===== src/rtl/emc_capture_slave_if.sv =====
// EMC chip-select bus between the MSS (master) and the fabric capture responder (slave).
// Signal names follow the EMC pad names used elsewhere in the capture design.
interface emc_capture_slave_if #(
    parameter int unsigned AW = 26
);
    logic          EMC_CS_N;
    logic          EMC_RW_N;
    logic          EMC_OEN_N;
    logic [AW-1:0] EMC_AB;
    logic [1:0]    EMC_BYTEN;
    logic [15:0]   EMC_DB_IN;
    logic [15:0]   EMC_DB_OUT;
    logic          EMC_DB_OE;

    modport master (
        output EMC_CS_N, EMC_RW_N, EMC_OEN_N, EMC_AB, EMC_BYTEN, EMC_DB_IN,
        input  EMC_DB_OUT, EMC_DB_OE
    );

    modport slave (
        input  EMC_CS_N, EMC_RW_N, EMC_OEN_N, EMC_AB, EMC_BYTEN, EMC_DB_IN,
        output EMC_DB_OUT, EMC_DB_OE
    );
endinterface


===== src/rtl/emc_capture_slave.sv =====
// EMC slave that buffers capture pixels in a FIFO and exposes CTRL/STATUS/DATA/LEVEL registers.
// Optional 16-bit saturating DROPS counter at word index 4 when EMC_CAPTURE_DROP_COUNT_EN is defined.
module emc_capture_slave #(
    parameter int unsigned AW              = 26,
    parameter int unsigned FIFO_DEPTH_LOG2 = 6,
    parameter int unsigned IRQ_THRESH      = 32
) (
    input  logic                SYSCLK,
    input  logic                SYSRESET,
    emc_capture_slave_if.slave  emc,
    input  logic                PIX_VALID,
    input  logic [15:0]         PIX_DATA,
    output logic                CAP_EN,
    output logic                IRQ
);

    localparam int unsigned DW    = 16;
    localparam int unsigned PW    = FIFO_DEPTH_LOG2;
    localparam int unsigned LW    = FIFO_DEPTH_LOG2 + 1;
    localparam int unsigned DEPTH = 1 << FIFO_DEPTH_LOG2;

    localparam logic [2:0] IDX_CTRL   = 3'd0;
    localparam logic [2:0] IDX_STATUS = 3'd1;
    localparam logic [2:0] IDX_DATA   = 3'd2;
    localparam logic [2:0] IDX_LEVEL  = 3'd3;
    localparam logic [2:0] IDX_DROPS  = 3'd4;

    typedef enum logic [2:0] {
        IDLE,
        ACCESS,
        RDRIVE,
        WCOMMIT,
        WAIT_REL
    } state_t;

    state_t         state_q, state_d;
    logic           cs_m, cs_s;

    logic [2:0]     acc_idx;
    logic           acc_rd;
    logic [1:0]     acc_byten;
    logic [DW-1:0]  acc_wdata;
    logic [DW-1:0]  db_out_q;

    logic           enable_q;
    logic           irq_en_q;
    logic           ovf_q;
    logic           irq_q;

    logic [DW-1:0]  mem [DEPTH];
    logic [PW-1:0]  wr_ptr_q, rd_ptr_q;
    logic [LW-1:0]  level_q;

    logic           latch_c, load_rd_c, pop_c, commit_c;
    logic           fifo_empty, fifo_full;
    logic           push_req, do_push, drop_c;
    logic           wr_ctrl_lo, fifo_clear_c, ovf_w1c_c;
    logic [DW-1:0]  head_c, rd_data_c, drops_val;

    // Two-flop synchronizer on the asynchronous chip select; idles high.
    always_ff @(posedge SYSCLK or posedge SYSRESET) begin
        if (SYSRESET) begin
            cs_m <= 1'b1;
            cs_s <= 1'b1;
        end else begin
            cs_m <= emc.EMC_CS_N;
            cs_s <= cs_m;
        end
    end

    always_ff @(posedge SYSCLK or posedge SYSRESET) begin
        if (SYSRESET) state_q <= IDLE;
        else          state_q <= state_d;
    end

    // Next-state and per-state strobes; each access pops or commits exactly once.
    always_comb begin
        state_d   = state_q;
        latch_c   = 1'b0;
        load_rd_c = 1'b0;
        pop_c     = 1'b0;
        commit_c  = 1'b0;
        case (state_q)
            IDLE: begin
                if (!cs_s) begin
                    latch_c = 1'b1;
                    state_d = ACCESS;
                end
            end
            ACCESS: begin
                load_rd_c = acc_rd;
                state_d   = acc_rd ? RDRIVE : WCOMMIT;
            end
            RDRIVE: begin
                if (cs_s) begin
                    pop_c   = (acc_idx == IDX_DATA) && !fifo_empty;
                    state_d = IDLE;
                end
            end
            WCOMMIT: begin
                commit_c = 1'b1;
                state_d  = WAIT_REL;
            end
            WAIT_REL: begin
                if (cs_s) state_d = IDLE;
            end
            default: state_d = IDLE;
        endcase
    end

    always_ff @(posedge SYSCLK or posedge SYSRESET) begin
        if (SYSRESET) begin
            acc_idx   <= 3'd0;
            acc_rd    <= 1'b0;
            acc_byten <= 2'b11;
            acc_wdata <= '0;
        end else if (latch_c) begin
            acc_idx   <= emc.EMC_AB[3:1];
            acc_rd    <= emc.EMC_RW_N;
            acc_byten <= emc.EMC_BYTEN;
            acc_wdata <= emc.EMC_DB_IN;
        end
    end

    // Write decode: only the low lane carries defined CTRL/STATUS bits.
    assign wr_ctrl_lo   = commit_c && (acc_idx == IDX_CTRL) && !acc_byten[0];
    assign fifo_clear_c = wr_ctrl_lo && acc_wdata[1];
    assign ovf_w1c_c    = commit_c && (acc_idx == IDX_STATUS) && !acc_byten[0] && acc_wdata[2];

    always_ff @(posedge SYSCLK or posedge SYSRESET) begin
        if (SYSRESET) begin
            enable_q <= 1'b0;
            irq_en_q <= 1'b0;
        end else if (wr_ctrl_lo) begin
            enable_q <= acc_wdata[0];
            irq_en_q <= acc_wdata[2];
        end
    end

    assign fifo_empty = (level_q == '0);
    assign fifo_full  = (level_q == LW'(DEPTH));
    assign push_req   = PIX_VALID && enable_q;
    // A pop in the same cycle frees a slot, so a push into a full FIFO still lands.
    assign do_push    = push_req && (!fifo_full || pop_c) && !fifo_clear_c;
    assign drop_c     = push_req && fifo_full && !pop_c && !fifo_clear_c;

    always_ff @(posedge SYSCLK or posedge SYSRESET) begin
        if (SYSRESET) begin
            wr_ptr_q <= '0;
            rd_ptr_q <= '0;
            level_q  <= '0;
        end else if (fifo_clear_c) begin
            wr_ptr_q <= '0;
            rd_ptr_q <= '0;
            level_q  <= '0;
        end else begin
            if (do_push) wr_ptr_q <= wr_ptr_q + PW'(1);
            if (pop_c)   rd_ptr_q <= rd_ptr_q + PW'(1);
            case ({do_push, pop_c})
                2'b10:   level_q <= level_q + LW'(1);
                2'b01:   level_q <= level_q - LW'(1);
                default: level_q <= level_q;
            endcase
        end
    end

    always_ff @(posedge SYSCLK) begin
        if (do_push) mem[wr_ptr_q] <= PIX_DATA;
    end

    assign head_c = fifo_empty ? '0 : mem[rd_ptr_q];

    // Sticky overflow; a new drop outranks a simultaneous write-1-to-clear.
    always_ff @(posedge SYSCLK or posedge SYSRESET) begin
        if (SYSRESET)       ovf_q <= 1'b0;
        else if (drop_c)    ovf_q <= 1'b1;
        else if (ovf_w1c_c) ovf_q <= 1'b0;
    end

`ifdef EMC_CAPTURE_DROP_COUNT_EN
    logic [DW-1:0] drops_q;

    always_ff @(posedge SYSCLK or posedge SYSRESET) begin
        if (SYSRESET)
            drops_q <= '0;
        else if (commit_c && (acc_idx == IDX_DROPS))
            drops_q <= '0;
        else if (drop_c && (drops_q != 16'hFFFF))
            drops_q <= drops_q + DW'(1);
    end

    assign drops_val = drops_q;
`else
    assign drops_val = '0;
`endif

    always_comb begin
        rd_data_c = '0;
        case (acc_idx)
            IDX_CTRL:   rd_data_c = {13'd0, irq_en_q, 1'b0, enable_q};
            IDX_STATUS: rd_data_c = {8'(level_q), 5'd0, ovf_q, fifo_full, fifo_empty};
            IDX_DATA:   rd_data_c = head_c;
            IDX_LEVEL:  rd_data_c = DW'(level_q);
            IDX_DROPS:  rd_data_c = drops_val;
            default:    rd_data_c = '0;
        endcase
    end

    always_ff @(posedge SYSCLK or posedge SYSRESET) begin
        if (SYSRESET)       db_out_q <= '0;
        else if (load_rd_c) db_out_q <= rd_data_c;
    end

    always_ff @(posedge SYSCLK or posedge SYSRESET) begin
        if (SYSRESET) irq_q <= 1'b0;
        else          irq_q <= irq_en_q && ((level_q >= LW'(IRQ_THRESH)) || ovf_q);
    end

    // Pad enable follows raw OEN_N so the MSS sees the bus released as soon as it lets go.
    assign emc.EMC_DB_OE  = (state_q == RDRIVE) && !emc.EMC_OEN_N;
    assign emc.EMC_DB_OUT = db_out_q;
    assign CAP_EN         = enable_q;
    assign IRQ            = irq_q;

    logic unused_bits;
    assign unused_bits = ^{emc.EMC_AB[AW-1:4], emc.EMC_AB[0], acc_byten[1], acc_wdata[DW-1:3]};

endmodule


===== src/flat_wrapper.sv =====
// flat-port wrapper written by rule: the top's interface ports become plain ports
module emc_capture_slave_flat 
#(
    parameter int unsigned AW              = 26,
    parameter int unsigned FIFO_DEPTH_LOG2 = 6,
    parameter int unsigned IRQ_THRESH      = 32
)
  (SYSCLK, SYSRESET, PIX_VALID, PIX_DATA, CAP_EN, IRQ, emc_EMC_CS_N, emc_EMC_RW_N, emc_EMC_OEN_N, emc_EMC_AB, emc_EMC_BYTEN, emc_EMC_DB_IN, emc_EMC_DB_OUT, emc_EMC_DB_OE);
  emc_capture_slave_if #(.AW(AW)) emc_i ();
  input  logic SYSCLK;
  input  logic SYSRESET;
  input  logic PIX_VALID;
  input  logic [15:0] PIX_DATA;
  output logic CAP_EN;
  output logic IRQ;
  input wire logic [$bits(emc_i.EMC_CS_N)-1:0] emc_EMC_CS_N;
  input wire logic [$bits(emc_i.EMC_RW_N)-1:0] emc_EMC_RW_N;
  input wire logic [$bits(emc_i.EMC_OEN_N)-1:0] emc_EMC_OEN_N;
  input wire logic [$bits(emc_i.EMC_AB)-1:0] emc_EMC_AB;
  input wire logic [$bits(emc_i.EMC_BYTEN)-1:0] emc_EMC_BYTEN;
  input wire logic [$bits(emc_i.EMC_DB_IN)-1:0] emc_EMC_DB_IN;
  output wire logic [$bits(emc_i.EMC_DB_OUT)-1:0] emc_EMC_DB_OUT;
  output wire logic [$bits(emc_i.EMC_DB_OE)-1:0] emc_EMC_DB_OE;
  assign emc_i.EMC_CS_N = emc_EMC_CS_N;
  assign emc_i.EMC_RW_N = emc_EMC_RW_N;
  assign emc_i.EMC_OEN_N = emc_EMC_OEN_N;
  assign emc_i.EMC_AB = emc_EMC_AB;
  assign emc_i.EMC_BYTEN = emc_EMC_BYTEN;
  assign emc_i.EMC_DB_IN = emc_EMC_DB_IN;
  assign emc_EMC_DB_OUT = emc_i.EMC_DB_OUT;
  assign emc_EMC_DB_OE = emc_i.EMC_DB_OE;
  emc_capture_slave #(.AW(AW), .FIFO_DEPTH_LOG2(FIFO_DEPTH_LOG2), .IRQ_THRESH(IRQ_THRESH)) u_core (.SYSCLK(SYSCLK), .SYSRESET(SYSRESET), .emc(emc_i), .PIX_VALID(PIX_VALID), .PIX_DATA(PIX_DATA), .CAP_EN(CAP_EN), .IRQ(IRQ));
endmodule

===== config.mk =====
export PLATFORM = sky130hd
export DESIGN_NAME = emc_capture_slave_flat
export DESIGN_NICKNAME = d
export VERILOG_FILES = /design/src/rtl/emc_capture_slave_if.sv /design/src/rtl/emc_capture_slave.sv /design/src/flat_wrapper.sv
export SDC_FILE = /design/constraint.sdc
export NUM_CORES = 1
export LEC_CHECK = 0
export BUFFER_PORTS_ARGS = -buffer_cell sky130_fd_sc_hd__buf_4
export CORE_UTILIZATION = 62
export CTS_CLUSTER_DIAMETER = 40
export CTS_CLUSTER_SIZE = 25
export DETAILED_ROUTE_END_ITERATION = 16
export PLACE_DENSITY_LB_ADDON = 0.2
export SLEW_MARGIN = 20
export SYNTH_ARGS = -nofsm -noshare
export SYNTH_HDL_FRONTEND = slang
export SYNTH_SLANG_ARGS = --single-unit

===== constraint.sdc =====
create_clock -name SYSCLK -period 5.1 [get_ports SYSCLK]
set_clock_uncertainty 0.1 [all_clocks]
set_input_delay 1.02 -clock SYSCLK [delete_from_list [all_inputs] [get_ports SYSCLK]]
set_output_delay 1.02 -clock SYSCLK [all_outputs]
set_load 0.05 [all_outputs]

# --- Word-level counts from Yosys, hierarchy flattened ---
# Memories as Yosys holds them, arrays and structs flattened.
# Cells that the tools add are included.
totals:
  memories: 1
  mem_bits_ro: 0
  ram_bits: 1024
  out_inout_bits: 19
  word_cells: 87
  latchBits: 0
  regBits: 52
  input_bits: 66
memory_table:
  columns: ["name", "depth", "width", "read_ports", "rd_ports_with_merged_regs", "write_ports", "line", "rtl"]
  rows:
  - ["u_core.mem", 64, 16, 1, 0, 1, "emc_capture_slave.sv:50", "logic [DW-1:0] mem [DEPTH];"]
classes:
  n_shift: 0
  multipliers: 0
  bitwise_logic: 0
  muxes: 22
  div_mod_pow: 0
  order_cmp: 1
  n_eq_ne: 12
  reduce_logical: 32
  addsub: 4
ops:
  columns: ["cell", "count"]
  rows:
  - ["16-bit one-hot mux with 4 select lines", 1]
  - ["6-bit two-way mux", 4]
  - ["16-bit two-way mux", 1]
  - ["1-bit logical AND", 15]
  - ["7-bit one-hot mux with 2 select lines", 1]
  - ["6-bit by 1-bit adder with 6-bit output (second input constant)", 2]
  - ["3-bit by 2-bit equality test with 1-bit output (second input constant)", 4]
  - ["3-bit one-hot mux with 4 select lines", 1]
  - ["1-bit two-way mux", 11]
  - ["7-bit by 1-bit adder with 7-bit output (second input constant)", 1]
  - ["7-bit equality test (second input constant)", 1]
  - ["7-bit by 6-bit greater-or-equal comparator with 1-bit output (second input constant)", 1]
  - ["7-bit zero test", 1]
  - ["7-bit two-way mux", 1]
  - ["7-bit by 1-bit subtractor with 7-bit output (second input constant)", 1]
  - ["3-bit by 1-bit equality test with 1-bit output (second input constant)", 2]
  - ["1-bit zero test", 6]
  - ["3-bit zero test", 2]
  - ["3-bit two-way mux", 2]
  - ["2-bit nonzero test", 3]
  - ["3-bit equality test (second input constant)", 1]
  - ["3-bit nonzero test", 1]
  - ["2-bit by 1-bit equality test with 1-bit output (second input constant)", 1]
  - ["2-bit equality test (second input constant)", 1]
  - ["other kinds (5)", 6]

# --- Logic depth before layout (Yosys ltp) ---
# Gate-level depths: netlist of the first run.
depth:
  word_depth: 11
  mapped_depth: 16
  mapped_depth_nobuf: 14

# --- Worst setup path before layout of the first run ---
# Ideal clock, no wire load.
synth_path:
  path_kind: "input to register"
  startpoint: "input PIX_VALID"
  endpoint: "memory u_core.mem[7][0] (enable)"
  setup_ps: 430
  cell_stages: 6
  slack_ps: 1234
  arrival_ps: 3336
  path_buffers: 1
  cell_sequence: "nand2_1 a41oi_1 and2_1 clkbuf_1 nand2_1 nor4_1"
synth_between:
  elab_chain_cells: 5
synth_rtl:
  columns: ["element", "line", "rtl"]
  rows:
  - ["start: declaration", "flat_wrapper.sv:12", "input logic PIX_VALID;"]
  - ["1-bit logical AND", "emc_capture_slave.sv:142", "assign push_req = PIX_VALID && enable_q;"]
  - ["1-bit logical AND (2 in series)", "emc_capture_slave.sv:144", "assign do_push = push_req && (!fifo_full || pop_c) && !fifo_clear_c;"]
  - ["1-bit two-way mux", "emc_capture_slave.sv:168", "if (do_push) mem[wr_ptr_q] <= PIX_DATA;"]
  - ["1-bit two-way mux (not written as such)", "emc_capture_slave.sv:168", null]
  - ["end: declaration", "emc_capture_slave.sv:50", null]
# Every way passes these cells.

# --- Worst setup path in the final report of the first run ---
layout_path:
  startpoint: "register u_core.acc_idx[1]"
  endpoint: "register u_core.level_q[4]"
layout_between:
  elab_chain_cells: 10
layout_rtl:
  columns: ["element", "line", "rtl"]
  rows:
  - ["start: declaration", "emc_capture_slave.sv:39", "logic [2:0] acc_idx;"]
  - ["start signal: assignment", "emc_capture_slave.sv:118", "acc_idx <= emc.EMC_AB[3:1];"]
  - ["3-bit by 2-bit equality test with 1-bit output", "emc_capture_slave.sv:96", "pop_c = (acc_idx == IDX_DATA) && !fifo_empty;"]
  - ["1-bit logical AND", "emc_capture_slave.sv:96", null]
  - ["1-bit two-way mux", "emc_capture_slave.sv:95", "if (cs_s) begin"]
  - ["1-bit two-way mux", "emc_capture_slave.sv:83", "case (state_q)"]
  - ["1-bit logical OR", "emc_capture_slave.sv:144", null]
  - ["1-bit logical AND (2 in series)", "emc_capture_slave.sv:144", null]
  - ["2-bit by 1-bit equality test with 1-bit output / 2-bit equality test (equally long branches)", "emc_capture_slave.sv:159", "case ({do_push, pop_c})"]
  - ["7-bit one-hot mux with 2 select lines", "emc_capture_slave.sv:159", null]
  - ["7-bit two-way mux", "emc_capture_slave.sv:152", "end else if (fifo_clear_c) begin"]
  - ["end signal: assignment", "emc_capture_slave.sv:160", "2'b10: level_q <= level_q + LW'(1);"]
  - ["end signal: assignment", "emc_capture_slave.sv:161", "2'b01: level_q <= level_q - LW'(1);"]
  - ["end signal: assignment", "emc_capture_slave.sv:162", "default: level_q <= level_q;"]
  - ["end: declaration", "emc_capture_slave.sv:52", "logic [LW-1:0] level_q;"]
# Parallel ways exist; a longest one is shown, timed or not.
# A chain may end at the register's enable or synchronous reset.

==> flow_metrics.env, run 1 <==
export IMPL_top_layer="met4"
export IMPL_grt_use_total_pct=29.8
export IMPL_cts_buffers=130
export IMPL_path_max_fanout=10
export IMPL_rows=94
export IMPL_yosys_top_cells_area="edfxtp_1 73%, mux4_2 11%, mux2i_1 3.7%"
export IMPL_rsz0062_at_grt="false"
export IMPL_dp_worst_setup_slack_ps=910
export IMPL_cp_end_kind="flip-flop"
export IMPL_synth_most_common_cell="edfxtp_1"
export IMPL_dr_pass1_iters=5
export IMPL_start_kind="flip-flop"
export IMPL_die_x_um=262
export IMPL_r2r_end="u_core.level_q[4]"
export IMPL_avgSynthCellArea_um2=20.1
export IMPL_synth_edf_count=1024
export IMPL_cts_sinks=1076
export IMPL_synth_seq_area_share_pct=76.5
export IMPL_status="finished, final reports clean"
export IMPL_antenna_found_initial=4
export IMPL_layout_min_cycle_time_ps=4400
export IMPL_leakagePower_nw=15.2
export IMPL_grt_pass1_wl_um=143000
export IMPL_gp_congestion=0.917
export IMPL_wl_per_cell_um=30.9
export IMPL_syn_to_final_growth_pct=14.5
export IMPL_drive_gt1_share_pct=25.5
export IMPL_p_sw_share_pct=26.0
export IMPL_io_pins=85
export IMPL_cp_startpoint="u_core.acc_idx[1]"
export IMPL_viasPerCell=6.80
export IMPL_synth_distinct_cells=62
export IMPL_utilization_pct=72.3
export IMPL_hold_class="flip-flop to flip-flop"
export IMPL_critPathArrivalTime_ps=4930
export IMPL_synthFlopType="edfxtp_1"
export IMPL_fp_dieH_um=262
export IMPL_synth_async_reset_ratio_pct=4.83
export IMPL_drt_iter0_drc=2980
export IMPL_wl_met2_um=45900
export IMPL_grt_pass1_vias=21400
export IMPL_clkPwrFrac_pct=40.8
export IMPL_p_comb_share_pct=14.4
export IMPL_max_vdd_ir_drop_uv=312
export IMPL_routed_wl_um=99300
export IMPL_timing_critical_path_to="u_core.level_q[4]"
export IMPL_m1WireLength_um=39600
export IMPL_p_switching_mw=5.89
export IMPL_finalHoldViolations=0
export IMPL_synthXorXnorAreaFrac_pct=0.355
export IMPL_cts_resized=0
export IMPL_die_area_mm2=0.0686
export IMPL_cts_max_path_buffers=3
export IMPL_r2r_start="u_core.acc_idx[1]"
export IMPL_synthMuxAreaShare_pct=14.7
export IMPL_yosys_area_share_simple_pct=2.71
export IMPL_power_frac_seq_pct=44.7
export IMPL_p_per_area_mw_per_mm2=472
export IMPL_synth_compound_area_share_pct=4.04
export IMPL_coreArea_mm2=0.0663
export IMPL_p_int_mw=16.8
export IMPL_worstSetupPathType="flip-flop to flip-flop"
export IMPL_max_freq_ghz=0.227
export IMPL_clk_pin_slew_worst_paths_ps=60
export IMPL_synthAdderAreaFrac_pct=0.149
export IMPL_synth_top_family_by_area="multiplexers"
export IMPL_final_antenna_net_count=0
export IMPL_tns_ps=0
export IMPL_synth_seq_cells=1076
export IMPL_synthesis_area_mm2=0.0419
export IMPL_holdWs_ps=264
export IMPL_synth_top_area_cell="edfxtp_1"
export IMPL_cap_violations=0
export IMPL_min_period_over_period_pct=86.4
export IMPL_worst_pin_slew_ps=1090
export IMPL_portBuffers=47
export IMPL_worstPathRequired_ps=5620
export IMPL_worst_slack_ps=695
export IMPL_ys_top_cells_by_count="1024 x edfxtp_1, 197 x mux4_2, 154 x mux2i_1, 102 x nor2_1, 65 x a21oi_1"
export IMPL_ff2ff_path_depth=14
export IMPL_placed_cell_area_mm2=0.0435
export IMPL_vias=21800
export IMPL_r2r_setup_slack_ps=700
export IMPL_final_cell_area_mm2=0.0480
export IMPL_grt_overflow_total=0
export IMPL_wl_met3_um=11100
export IMPL_post_cts_repair_setup_buffers=0
export IMPL_cts_root_buf="clkbuf_16"
export IMPL_drc=0
export IMPL_relSlewSlack_pct=26.8
export IMPL_final_setup_viol_count=0
export IMPL_cts_tree="built"
export IMPL_drv_slew=0
export IMPL_ys_warn_count=0
export IMPL_start_util_pct=63.2
export IMPL_clock_latency_ps=730
export IMPL_h_tree_depth=4
export IMPL_synthCells=2088
export IMPL_yosys_area_top_type_share_pct=73.4
export IMPL_nNetsFinal=2309
export IMPL_synth_nets=2159
export IMPL_cts_hold_buf=0
export IMPL_dp_hpwl_um=53200
export IMPL_grt_max_degree=76
per-layer routing:
metal,vias to the layer above,global-route usage [%]
met5,-,0
met4,0,10.1
met3,168,7.99
met2,1299,43.8
met1,11400,43.9
li1,8971,-
power by group through the flow:
| stage | sequential (mW) | clock, mW | combinational [mW] |
|---|---|---|---|
| floorplan | 10.2 | 0 | 2.39 |
| global placement | 10.3 | 0 | 3.18 |
| detailed placement | 10.3 | 0 | 3.23 |
| CTS | 10.1 | 9.33 | 3.27 |
| global route | 10.1 | 9.68 | 3.47 |
| finish | 10.1 | 9.25 | 3.27 |
area by class of cell:
class,instances,area (um2)
Antenna cell,2,5.00
Clock buffer,144,3400
Clock inverter,96,1010
Fill cell,3715,18400
Inverter,8,30.0
Multi-Input combinational cell,876,9220
Sequential cell,1076,32100
Tap cell,864,1080
Timing Repair Buffer,146,1160
worst min-delay path by stage:
stage / slack, ps / depth (start not counted) / to / startpoint
after floorplan: 250 / 0 / u_core.cs_s / u_core.cs_m
after global placement: 260 / 0 / u_core.cs_s / u_core.cs_m
after detailed placement: 250 / 0 / u_core.cs_s / u_core.cs_m
after CTS: 260 / 0 / u_core.cs_s / u_core.cs_m
after global routing: 270 / 0 / u_core.cs_s / u_core.cs_m
final: 260 / 0 / u_core.cs_s / u_core.cs_m
kinds of logic after synthesis:
group | Yosys count
multiplexers | 366
XOR/XNOR | 17
AO/OA/AOI/OAI | 251
flip-flops | 1076
AND/OR/NAND/NOR | 237
adder cells (fa/ha/maj) | 5
buffers and inverters | 136
layout by cell type (no fill, tap or decap), types with 6 or more instances in the layout:
cell type      n
xnor2_1        7
buf_4        141
clkbuf_1       9
clkinv_2      14
xor2_1        10
o221ai_1      33
clkbuf_16    134
nor3_1        10
a22o_1        15
clkinv_1      13
a21oi_1       65
clkinv_8       7
nand4_1        6
inv_6         18
mux2i_1      154
clkinv_4      15
mux4_2       197
inv_1          7
clkinvlp_4     8
nand2_1       44
o22ai_1       26
a2111oi_0     10
nand3b_1      13
mux2_2        15
nand3_1       25
or3_1          6
inv_8          8
a211o_1        7
edfxtp_1    1024
o21ai_1        6
dfrtp_1       44
bufinv_16     10
nor2_1       101
o21ai_0       40
a22oi_1       25
state kept, by name, indices dropped and copies added, names as in the netlist:
name,count
u_core.acc_rd,1
u_core.rd_ptr_q,6
u_core.IRQ,1
u_core.acc_idx,3
u_core.CAP_EN,1
u_core.irq_en_q,1
u_core.cs_m,1
u_core.acc_byten,1
u_core.mem,1024
u_core.wr_ptr_q,6
u_core.state_q,3
u_core.cs_s,1
u_core.emc.EMC_DB_OUT,16
u_core.level_q,7
u_core.acc_wdata,3
u_core.ovf_q,1
metrics by stage:
stage               total power [mW]  cells
finish                          22.7   3212
global route                    23.3   3210
CTS                             22.7   3210
detailed placement              13.5   2970
global placement                13.5   2970
floorplan                       12.6   2088
critical path, stage by stage (launching register included):
cell      delay, ps
dfrtp_1         500
or3_1           450
nor3_1          380
nand2_1         360
and2_1          350
inv_1           120
ha_1            270
xor2_1          110
ha_1            220
a21oi_1         250
o21ai_0         150
a221oi_1        390
xnor2_1         160
or3_1           350
a21oi_1         160
Note: power is estimated with default switching activity, not from simulation.
==> inputs of run 2 (changes only) <==
Settings changed: CORE_UTILIZATION 62 to 55.
==> run 2 against run 1 <==
Clock power is 0.4% lower. Sequential cell count is the same. Highest routed layer is now met5. Critical endpoint is now u_core.level_q[6]. Utilization shrank 8.2 points. Worst setup slack improved by 47 ps. Largest power group unchanged. Design area is 0.20% higher.
==> flow_metrics.env, run 2 (same netlist as run 1, synthesis figures left out) <==
export IMPL_drv_slew=0
export IMPL_dp_hpwl_um=54700
export IMPL_final_cell_mix="1024 x edfxtp_1, 197 x mux4_2, 154 x mux2i_1"
export IMPL_worstPathRequired_ps=5620
export IMPL_cts_buffers=130
export IMPL_max_freq_ghz=0.229
export IMPL_rsz0062_at_grt="false"
export IMPL_tns_ps=0
export IMPL_path_max_fanout=10
export IMPL_holdWs_ps=231
export IMPL_p_sw_share_pct=25.3
export IMPL_layout_commonest_cell="edfxtp_1"
export IMPL_largest_reg_flops=1024
export IMPL_cts_sinks=1076
export IMPL_leakagePower_nw=15.2
export IMPL_drive_gt1_share_pct=25.4
export IMPL_post_cts_repair_setup_buffers=0
export IMPL_portBuffers=47
export IMPL_clkPwrFrac_pct=40.8
export IMPL_final_setup_viol_count=0
export IMPL_layout_min_cycle_time_ps=4360
export IMPL_grt_overflow_total=0
export IMPL_nNetsFinal=2310
export IMPL_antenna_cells=0
export IMPL_cts_resized=0
export IMPL_worst_slack_ps=742
export IMPL_finalHoldViolations=0
export IMPL_antenna_found_initial=3
export IMPL_clock_latency_ps=700
export IMPL_top_register="u_core.mem"
export IMPL_status="finished, final reports clean"
export IMPL_viasPerCell=6.41
export IMPL_io_pins=85
export IMPL_cp_end_kind="flip-flop"
export IMPL_grt_pass1_wl_um=142000
export IMPL_p_per_area_mw_per_mm2=470
export IMPL_max_vdd_ir_drop_uv=323
export IMPL_cap_violations=0
export IMPL_wl_per_cell_um=29.6
export IMPL_p_switching_mw=5.72
export IMPL_fin_cells=3309
export IMPL_h_tree_depth=4
export IMPL_vias=21200
export IMPL_routed_wl_um=98000
export IMPL_die_area_mm2=0.0773
export IMPL_cts_hold_buf=0
export IMPL_min_period_over_period_pct=85.4
export IMPL_final_antenna_net_count=0
export IMPL_worstSetupPathType="flip-flop to flip-flop"
export IMPL_grt_max_degree=104
export IMPL_utilization_pct=64.1
export IMPL_cts_tree="built"
export IMPL_gp_congestion=0.862
export IMPL_clk_pin_slew_worst_paths_ps=60
export IMPL_drc=0
export IMPL_start_kind="flip-flop"
export IMPL_fp_dieH_um=278
export IMPL_dp_worst_setup_slack_ps=844
export IMPL_drt_iter0_drc=2348
export IMPL_dr_pass1_iters=7
export IMPL_p_int_mw=16.9
export IMPL_relSlewSlack_pct=29.1
export IMPL_coreArea_mm2=0.0749
export IMPL_grt_pass1_vias=20900
export IMPL_dp_cells=3076
export IMPL_cts_max_path_buffers=3
export IMPL_p_comb_share_pct=14.4
export IMPL_rows=100
export IMPL_critPathArrivalTime_ps=4870
export IMPL_cts_root_buf="clkbuf_16"
export IMPL_power_frac_seq_pct=44.8
export IMPL_worst_pin_slew_ps=1060
export IMPL_syn_to_final_growth_pct=14.7
export IMPL_hold_class="primary input to async pin"
export IMPL_grt_use_total_pct=25.8
export IMPL_start_util_pct=55.9
export IMPL_die_x_um=278
## run 2: cell types whose count changed in the layout (fill, tap and decap cells not counted), sizes merged
cell / previous run / this run
buf: 146 / 147
bufinv: 10 / 12
inv: 37 / 33
diode: 2 / 0
clkinv: 49 / 34
clkinvlp: 8 / 14
clkbuf: 144 / 148
## run 2: final timing paths
check                             startpoint                  to  slack (ps)  cells past startpoint
setup / recovery           u_core.acc_idx[1]   u_core.level_q[6]         740                     14
hold / removal                      SYSRESET   u_core.state_q[0]         230                      2
setup reg to reg           u_core.acc_idx[1]   u_core.level_q[6]         740                     14
hold reg to reg                  u_core.cs_m         u_core.cs_s         270                      0
max in group asynchronous           SYSRESET  u_core.rd_ptr_q[1]        3800                      3
min in group SYSCLK              u_core.cs_m         u_core.cs_s         270                      0
## run 2: power by group through the flow
stage	clock [mW]	combinational, mW	sequential (mW)
after detailed placement	0	3.28	10.3
after CTS	9.32	3.29	10.1
after floorplan	0	2.39	10.2
after global placement	0	3.23	10.3
after global routing	9.68	3.48	10.1
final	9.21	3.26	10.1
## run 2: through the flow
step / instance area (um2) / power (mW)
after floorplan: 41900 / 12.6
after global placement: 43700 / 13.5
after detailed placement: 43700 / 13.6
after CTS: 48100 / 22.7
after global routing: 48100 / 23.3
final: 48100 / 22.6
## run 2: final cells by class
cell class | instances | area (um2)
inverters | 8 | 30.0
well taps | 969 | 1210
flip-flops and latches | 1076 | 32100
multi-input cells | 876 | 9220
fillers | 4983 | 26900
clock inverters | 85 | 930
repair buffers | 147 | 1170
clock buffers | 148 | 3450
## run 2: worst max-delay path: stages, from the launching register on
cell	delay (ps)
dfrtp_1	490
or3_1	440
nor3_1	410
nand2_1	370
and2_1	360
inv_1	140
ha_1	290
xor2_1	100
ha_1	210
a21oi_1	240
o21ai_0	120
a221oi_1	360
a221oi_1	160
or3_1	340
a21oi_1	140
## run 2: layer usage
| metal | GRT usage, % | vias to the layer above | wire, um |
|---|---|---|---|
| met5 | 0 | - | 26 |
| met4 | 7.58 | 4 | 2110 |
| met3 | 5.71 | 135 | 8950 |
| met2 | 38.5 | 979 | 45400 |
| met1 | 38.6 | 11100 | 41500 |
| li1 | - | 8964 | - |
==> inputs of run 3 (changes only) <==
Settings changed: CORE_UTILIZATION 55 to 45.
==> run 3 against run 2 <==
Critical path depth is the same. Sequential power barely moved. Register-to-register slack improved by 30 ps. Largest cell class unchanged. Sequential cell count stayed put. Largest power group unchanged.
==> flow_metrics.env, run 3 (same netlist as run 1, synthesis figures left out) <==
export IMPL_cts_root_buf="clkbuf_16"
export IMPL_grt_pass1_vias=21100
export IMPL_layout_commonest_cell="edfxtp_1"
export IMPL_final_cell_mix="1024 x edfxtp_1, 197 x mux4_2, 154 x mux2i_1"
export IMPL_path_buf_inv=1
export IMPL_drt_iter0_drc=2147
export IMPL_cts_sinks=1076
export IMPL_antenna_found_initial=4
export IMPL_die_area_mm2=0.0944
export IMPL_nNetsFinal=2309
export IMPL_grt_max_degree=90
export IMPL_cts_hold_buf=0
export IMPL_start_kind="flip-flop"
export IMPL_worstSetupPathType="flip-flop to flip-flop"
export IMPL_worst_pin_slew_ps=1120
export IMPL_drc=0
export IMPL_dr_pass1_iters=5
export IMPL_worstPathCellList="nor3b_1 > nand4_1 > a41oi_1 > and2_1 > inv_1 > ha_1 > xor2_1 > ha_1 > a21oi_1 > o21ai_0 > a221oi_1 > a221oi_1 > or3_1 > a21oi_1"
export IMPL_grt_overflow_total=0
export IMPL_syn_to_final_growth_pct=15.5
export IMPL_fp_dieH_um=307
export IMPL_h_tree_depth=4
export IMPL_cts_buffers=133
export IMPL_status="finished, final reports clean"
export IMPL_cap_violations=0
export IMPL_utilization_pct=52.7
export IMPL_wl_met3_um=7550
export IMPL_gp_congestion=0.855
export IMPL_final_setup_viol_count=0
export IMPL_clock_latency_ps=710
export IMPL_cts_resized=0
export IMPL_final_antenna_net_count=0
export IMPL_cp_end_kind="flip-flop"
export IMPL_portBuffers=47
export IMPL_wl_per_cell_um=28.2
export IMPL_dp_hpwl_um=56000
export IMPL_top_register="u_core.mem"
export IMPL_die_x_um=307
export IMPL_wl_met2_um=47100
export IMPL_m1WireLength_um=44200
export IMPL_drive_gt1_share_pct=25.4
export IMPL_finalPower_mw=22.6
export IMPL_drv_slew=0
export IMPL_worstPathRequired_ps=5620
export IMPL_grt_use_total_pct=21.7
export IMPL_max_vdd_ir_drop_uv=325
export IMPL_crit_family="compound AO/OA/AOI/OAI gates"
export IMPL_leakagePower_nw=15.2
export IMPL_tns_ps=0
export IMPL_cts_tree="built"
export IMPL_top_layer="met4"
export IMPL_rows=111
export IMPL_max_freq_ghz=0.231
export IMPL_finalHoldViolations=0
export IMPL_critPathArrivalTime_ps=4850
export IMPL_min_period_over_period_pct=84.8
export IMPL_viasPerCell=5.91
export IMPL_slowest_stage="dfrtp_1"
export IMPL_path_max_fanout=10
export IMPL_largest_reg_flops=1024
export IMPL_cts_max_path_buffers=3
export IMPL_start_util_pct=45.6
export IMPL_rsz0062_at_grt="false"
export IMPL_post_cts_repair_setup_buffers=0
export IMPL_grt_pass1_wl_um=146000
export IMPL_clk_pin_slew_worst_paths_ps=50
export IMPL_antenna_cells=0
export IMPL_hold_class="flip-flop to flip-flop"
export IMPL_p_per_area_mw_per_mm2=467
export IMPL_vias=21200
export IMPL_io_pins=85
export IMPL_cpPeakStageDelay_ps=520
export IMPL_routed_wl_um=101000
export IMPL_relSlewSlack_pct=25.3
export IMPL_coreArea_mm2=0.0919
export IMPL_layout_min_cycle_time_ps=4330
[run 3: worst paths after layout]
check                                  start            endpoint  slack [ps]  cells after the start
max in group asynchronous           SYSRESET  u_core.rd_ptr_q[1]        3960                      3
min in group asynchronous           SYSRESET   u_core.state_q[1]         400                      3
min reg2reg                      u_core.cs_m         u_core.cs_s         260                      0
max                        u_core.acc_idx[1]   u_core.level_q[6]         770                     14
max reg2reg                u_core.acc_idx[1]   u_core.level_q[6]         770                     14
min                              u_core.cs_m         u_core.cs_s         260                      0
[run 3: stage by stage]
step	setup WS, ps	instances	hold slack, ps	instance area, um2
2_1_floorplan	1230	2088	245	41900
3_3_place_gp	939	3346	259	44000
3_5_place_dp	903	3346	249	44000
4_1_cts	860	3588	260	48400
5_1_grt	429	3588	269	48400
6_report	773	3588	257	48400
[run 3: cell type report]
cell class                      count  area [um2]
Clock buffer                      155        3480
Fill cell                        7186       43500
Tap cell                         1243        1560
Clock inverter                     87         900
Multi-Input combinational cell    876        9240
Timing Repair Buffer              143        1150
Inverter                            8        30.0
Sequential cell                  1076       32100
[run 3: report_power, final]
group	switching (mW)	total [mW]	internal, mW	leakage [nW]
clock	3.68	9.21	5.54	2.13
sequential	0.332	10.2	9.84	9.87
combinational	1.77	3.24	1.47	3.21
[run 3: per-layer routing]
metal	track usage [%]	vias to the layer above
met4	7.15	0
li1	-	8965
met5	0	-
met3	4.72	143
met1	31.3	11300
met2	32.8	827
